==> src/rtl/count_tracker.sv <==
// Monitor for a free-running 4-bit up-counter. It flags 15->0 rollovers, keeps a
// saturating rollover total, and latches illegal steps. A valid/ack port returns a coherent {count, total} snapshot.
module count_tracker #(
  parameter int WRAP_W = 8
) (
  input  logic              clk,
  input  logic              rst,
  input  logic              A0,
  input  logic              A1,
  input  logic              A2,
  input  logic              A3,
  input  logic              clr,
  input  logic              snap_req,
  input  logic              snap_ack,
  output logic              wrap,
  output logic [WRAP_W-1:0] wraps,
  output logic              err,
  output logic              snap_vld,
  output logic [3:0]        snap_cnt,
  output logic [WRAP_W-1:0] snap_wraps,
  output logic              drop
);

  typedef enum logic {T_INIT, T_TRACK} trk_state_t;
  typedef enum logic {S_IDLE, S_VALID} snap_state_t;

  localparam logic [WRAP_W-1:0] WRAPS_ONE = WRAP_W'(1);

  trk_state_t  trk_st, trk_nxt;
  snap_state_t snp_st, snp_nxt;

  logic [3:0]        cur;
  logic [3:0]        prev;
  logic              roll;
  logic              bad;
  logic              capture;
  logic [WRAP_W-1:0] wraps_nxt;
  logic              err_nxt;
  logic              drop_nxt;

  assign cur = {A3, A2, A1, A0};

  // Tracker: the first edge after reset only seeds prev. After that, every edge checks the step.
  // NOTE: every signal written here gets a default first, so no path can leave one unassigned and infer a latch.
  always_comb begin
    trk_nxt = trk_st;
    roll    = 1'b0;
    bad     = 1'b0;
    case (trk_st)
      T_INIT:  trk_nxt = T_TRACK;
      T_TRACK: begin
        roll = (prev == 4'hF) && (cur == 4'h0);
        bad  = (cur != prev) && (cur != prev + 4'd1);
      end
      default: trk_nxt = T_INIT;
    endcase
  end

  // clr beats a same-edge increment. The snapshot port also captures this post-edge value.
  always_comb begin
    wraps_nxt = wraps;
    if (clr)
      wraps_nxt = '0;
    else if (roll && (wraps != '1))
      wraps_nxt = wraps + WRAPS_ONE;
  end

  assign err_nxt  = clr ? 1'b0 : (err | bad);
  assign drop_nxt = clr ? 1'b0 : (drop | ((snp_st == S_VALID) && snap_req));

  always_comb begin
    snp_nxt = snp_st;
    capture = 1'b0;
    case (snp_st)
      S_IDLE: begin
        if (snap_req) begin
          snp_nxt = S_VALID;
          capture = 1'b1;
        end
      end
      S_VALID: begin
        if (snap_ack)
          snp_nxt = S_IDLE;
      end
      default: snp_nxt = S_IDLE;
    endcase
  end

  // NOTE: state is updated with non-blocking assignments, so every right-hand side here sees pre-edge values.
  always_ff @(posedge clk or negedge rst) begin
    if (!rst) begin
      trk_st     <= T_INIT;
      snp_st     <= S_IDLE;
      prev       <= '0;
      wrap       <= 1'b0;
      wraps      <= '0;
      err        <= 1'b0;
      drop       <= 1'b0;
      snap_cnt   <= '0;
      snap_wraps <= '0;
    end else begin
      trk_st <= trk_nxt;
      snp_st <= snp_nxt;
      prev   <= cur;
      wrap   <= roll;
      wraps  <= wraps_nxt;
      err    <= err_nxt;
      drop   <= drop_nxt;
      if (capture) begin
        snap_cnt   <= cur;
        snap_wraps <= wraps_nxt;
      end
    end
  end

  assign snap_vld = (snp_st == S_VALID);

endmodule

==> config.mk <==
export PLATFORM = sky130hd
export DESIGN_NAME = count_tracker
export DESIGN_NICKNAME = d
export VERILOG_FILES = /design/src/rtl/count_tracker.sv
export SDC_FILE = /design/constraint.sdc
export NUM_CORES = 1
export LEC_CHECK = 0
export ABC_CLOCK_PERIOD_IN_PS = 3660
export CELL_PAD_IN_SITES_DETAIL_PLACEMENT = 2
export CELL_PAD_IN_SITES_GLOBAL_PLACEMENT = 2
export CORE_MARGIN = 8
export CORE_UTILIZATION = 41
export CTS_BUF_LIST = sky130_fd_sc_hd__clkbuf_16
export DETAILED_ROUTE_END_ITERATION = 8
export DONT_BUFFER_PORTS = 1
export PLACE_DENSITY = 0.77
export SLEW_MARGIN = 20
export SYNTH_ARGS = -nofsm -noshare
export SYNTH_HDL_FRONTEND = slang
export SYNTH_SLANG_ARGS = --single-unit
==> constraint.sdc <==
create_clock -name clk -period 3.66 [get_ports clk]
set_clock_uncertainty 0.15 [all_clocks]
set_input_delay 0.732 -clock clk [delete_from_list [all_inputs] [get_ports clk]]
set_output_delay 0.732 -clock clk [all_outputs]
set_load 0.01 [all_outputs]
Word-level counts from Yosys, hierarchy flattened
Cells that the tools add are included.

Register bits: 29. Output and inout bits: 24. Logic and storage cells: 33.

Add/subtract/negate cells: 2. Equal/unequal tests: 4. Multiplexer cells: 10. Bitwise gates (word level): 3. Reductions and logical operators: 5.

Operators by type and width (number): $mux W8 (2); $add A8 B1 Y8 const B (1); $ne A4 B4 Y1 (2); $ne A8 B8 Y1 const B (1); $mux W1 (7); $add A4 B1 Y4 const B (1); $eq A4 B4 Y1 const B (1); $logic_and A1 B1 Y1 (4); $logic_not A4 Y1 (1); $or A1 B1 Y1 (2); $pmux W1 S2 (1); $not A1 Y1 (1).

Logic depth before layout (Yosys ltp)
Word-level depth: 6. Depth in mapped cells: 6. Depth with buffers taken out: 5.

Worst setup path before layout
Ideal clock, no wire load.

Path type: input-to-reg. From: input port A0. To: register snap_wraps[3]. Arrival time: 1.783 ns. Data required time: 3.384 ns. Slack: 1.601 ns. Stages: 5. Buffers on the path: 1. Path through: nor4b_4 -> o211ai_2 -> buf_6 -> o21a_1 -> a221o_1.

Cells in the longest elaborated chain, start to end: 6.

RTL lines: start, declared (line 8) `input logic A0,`; $logic_not A4 Y1 (line 52) `roll = (prev == 4'hF) && (cur == 4'h0);`; $logic_and A1 B1 Y1 (line 52); $mux W1 (line 49) `case (trk_st)`; $logic_and A1 B1 Y1 (line 64) `else if (roll && (wraps != '1))`; $mux W8 (line 64); $mux W8 (line 62) `if (clr)`; end signal, assigned (line 111) `snap_wraps <= wraps_nxt;`; end, declared (line 20) `output logic [WRAP_W-1:0] snap_wraps,`.

No other way between the ends. A chain may end at the register's enable or synchronous reset.

Worst setup path after layout
From: register snp_st (netlist: snap_vld). To: register snap_wraps[5].

Cells in the longest elaborated chain, start to end: 1.

RTL lines: start, declared (line 30) `snap_state_t snp_st, snp_nxt;`; start signal, assigned (line 103) `snp_st <= snp_nxt;`; $mux W1 (line 74) `case (snp_st)`.

No other way between the ends.

==> flow_metrics.py <==
metrics = {
    "sta": {
        "period_share": 0.598,
        "setup_slack_ns": 1.47,
        "min_period_ns": 2.19,
        "rsz0062_at_grt": "false",
        "fin_setup_tns_ns": 0,
        "worst_slew_pin_slew_ns": 0.691,
        "hold_viol_final": 0,
        "drv_slew": 0,
        "setup_viol": 0,
        "slew_headroom": 0.539,
        "clock.fmax_ghz": 0.457,
    },
    "critical_path": {
        "startpoint_type": "flip-flop",
        "cp_max_fo": 17,
        "reg2reg_slack_ns": 1.47,
        "cp_cell_sequence": "nand2b_1, or2_2, or4_1, nand3_1",
        "critPathBufInv": 0,
        "crit_arrival_ns": 2.25,
        "crit_family": "simple AND/OR/NAND/NOR gates",
        "slowest_delay_ns": 0.52,
        "end_kind": "flip-flop",
        "cpMaxStageDelayCell": "or2_2",
        "cp.required_ns": 3.72,
        "crit_type": "reg -> reg",
    },
    "drt": {
        "drc": 0,
        "vias_per_cell": 5.78,
        "wl_per_cell_microns": 22.2,
        "wl_mm": 3.72,
        "ant_nets": 0,
        "dr.pass1.iters": 5,
        "first_iter_violations": 48,
        "vias": 965,
    },
    "global_routing": {
        "gr-total-overflow": 0,
        "grt_pass1_wl_mm": 6.09,
        "grt_pass1_vias": 1090,
        "grt_start_max_net_pins": 30,
        "antenna_found_initial": 0,
        "grt_usage": 0.158,
    },
    "cts": {
        "clkSinkCount": 29,
        "htreeDepth": 2,
        "path_clk_slew_ns": 0.05,
        "cts-root-buf": "clkbuf_16",
        "postCtsSetupBuffers": 0,
        "numCtsBuffers": 5,
        "clock_latency_ns": 0.28,
        "tritoncts": "yes",
        "cts.path.max_buffers": 2,
    },
    "logic_synthesis": {
        "synthArstFlopShare": 1.00,
        "synth_top_cell_by_area": "dfrtp_1",
        "synth_edf_count": 0,
        "syn_area_sq_um": 1320,
        "synth.most_common_cell": "dfrtp_1",
        "synth_area_leaders": "dfrtp_1 (55%), xnor2_1 (4.0%), o21ai_0 (3.4%), mux2_2 (3.4%), nand2_1 (2.8%)",
        "ys_seq_elements": 29,
        "synthesis.nets": 130,
        "postSynthAreaPerCell_sq_um": 11.1,
        "ys_seq_area_frac": 0.549,
        "synthTopCellsByCount": "dfrtp_1 (29), nand2_1 (10), o21ai_0 (9)",
        "yosysWarnings": 0,
        "yosysTopAreaCellShare": 0.549,
        "synth_cell_types": 35,
        "synthFlopType": "dfrtp_1",
        "syn_inst": 119,
    },
    "die": {
        "core_area_sq_um": 3050,
        "fp.dieW_microns": 72.8,
        "die_h_microns": 72.8,
        "rows": 20,
        "io_pins": 33,
        "dieArea_sq_um": 5290,
        "initial_core_util": 0.433,
    },
    "power_and_ir_drop": {
        "internal_power_w": 0.000603,
        "switchingPower_w": 0.000182,
        "power.leakage_nw": 0.645,
        "power_density_nw_per_um2": 521,
        "seqPwrFrac": 0.457,
        "combPwrFrac": 0.064,
        "ir_drop_mv": 0.266,
        "p_clk_frac": 0.479,
        "p_sw_frac": 0.232,
    },
    "min_path": {
        "worstHoldPathType": "in -> async",
    },
    "flow_run": {
        "maxCapViolations": 0,
    },
    "place": {
        "portBuffers": 0,
        "place_congestion": 0.723,
        "detailedPlace.worstSlack_ns": 1.28,
        "dp_hpwl_mm": 2.61,
    },
    "cells_and_area": {
        "area_delta_synth_final_pct": 14.0,
        "layout-drive-gt1-share": 0.138,
        "layout.nets": 134,
        "utilization": 0.493,
        "num_antenna_cells": 0,
    },
    "run_status": {
        "status": "completed",
    },
}
==> cell type report <==
| class | count | area (sq um) |
|---|---|---|
| Multi-Input combinational cell | 85 | 569 |
| Fill cell | 311 | 1550 |
| Inverter | 1 | 3.75 |
| Timing Repair Buffer | 1 | 20.0 |
| Clock inverter | 2 | 7.51 |
| Sequential cell | 29 | 726 |
| Tap cell | 44 | 55.1 |
| Clock buffer | 5 | 125 |
==> cell families (layout without fill, tap and decap cells) <==
| group | after synthesis | after routing | synth area share |
|---|---|---|---|
| and+or+nand+nor | 44 | 44 | 0.192 |
| DFF | 29 | 29 | 0.549 |
| AOI/OAI and AO/OA | 23 | 23 | 0.109 |
| other | 1 | 1 | 0.00284 |
| adders and majority gates | 2 | 2 | 0.0189 |
| muxes | 5 | 5 | 0.0417 |
| xor gates and xnor gates | 10 | 10 | 0.0663 |
| buffers and inverters | 5 | 9 | 0.0199 |
==> power by group through the flow <==
stage	sequential, W	clock [W]	combinational [W]
2_1_floorplan	0.000359	0	0.0000352
4_1_cts	0.000360	0.000384	0.0000519
5_1_grt	0.000362	0.000396	0.0000557
3_5_place_dp	0.000365	0	0.0000425
3_3_place_gp	0.000363	0	0.0000377
6_report	0.000358	0.000376	0.0000502
==> cell usage in the layout (no fill, tap or decap) <==
cell type and n:
or3_1 3, clkbuf_16 5, nor2_1 7, dfrtp_1 29
a21oi_1 6, or3_2 2, o211ai_2 1, o21a_1 1
and3_1 1, o211ai_1 3, o2111ai_1 1, nor4b_4 1
and2_2 1, xnor2_1 6, o21ai_0 9, a211oi_1 1
conb_1 1, inv_1 2, mux2i_1 1, a221o_1 1
nor4_1 1, clkinv_1 1, nor3_1 1, or2_2 2
mux2_2 4, buf_12 1, ha_1 2, xor2_1 4
nor3b_1 1, nand3_1 6, and4b_1 1, nand2b_1 1
nand4_1 3, nand2_1 10, or4_1 3
==> path summary, 6_finish.rpt <==
check	start	cells after the start	endpoint
worst min-delay path	rst	1	wrap$_DFF_PN0_
min in group clk	A1	0	prev[1]$_DFF_PN0_
worst max-delay path	snap_vld$_DFF_PN0_	4	snap_wraps[5]$_DFFE_PN0P_
worst min register to register	snap_wraps[4]$_DFFE_PN0P_	2	snap_wraps[4]$_DFFE_PN0P_
max in group asynchronous	rst	1	snap_cnt[1]$_DFFE_PN0P_
worst max register to register	snap_vld$_DFF_PN0_	4	snap_wraps[5]$_DFFE_PN0P_
==> stage by stage <==
step / hold WS, ns / power [W] / area, sq um / instances
detailed placement: 0.288 / 0.000407 / 1350 / 159
global route: 0.134 / 0.000814 / 1510 / 167
CTS: 0.128 / 0.000796 / 1510 / 167
finish: 0.128 / 0.000785 / 1510 / 167
global placement: 0.287 / 0.000401 / 1350 / 159
floorplan: 0.286 / 0.000394 / 1320 / 119
==> metal layers <==
| layer | track usage | part of all wire |
|---|---|---|
| met2 | 0.252 | 0.51 |
| met5 | 0 | 0 |
| met1 | 0.168 | 0.38 |
| met4 | 0.0867 | 0.022 |
| met3 | 0.0755 | 0.086 |
==> registers in the layout, summed over array words and instances, names as in the netlist <==
name,count
snap_wraps,8
snap_cnt,4
wrap,1
err,1
snap_vld,1
wraps,8
trk_st,1
prev,4
drop,1
==> repair_timing <==
action / CTS / global route
hold endpoints to repair: 29 / 0
hold buffers: 1 / 0
gates resized for setup: 0 / 0
(Power assumes the default switching activity.)
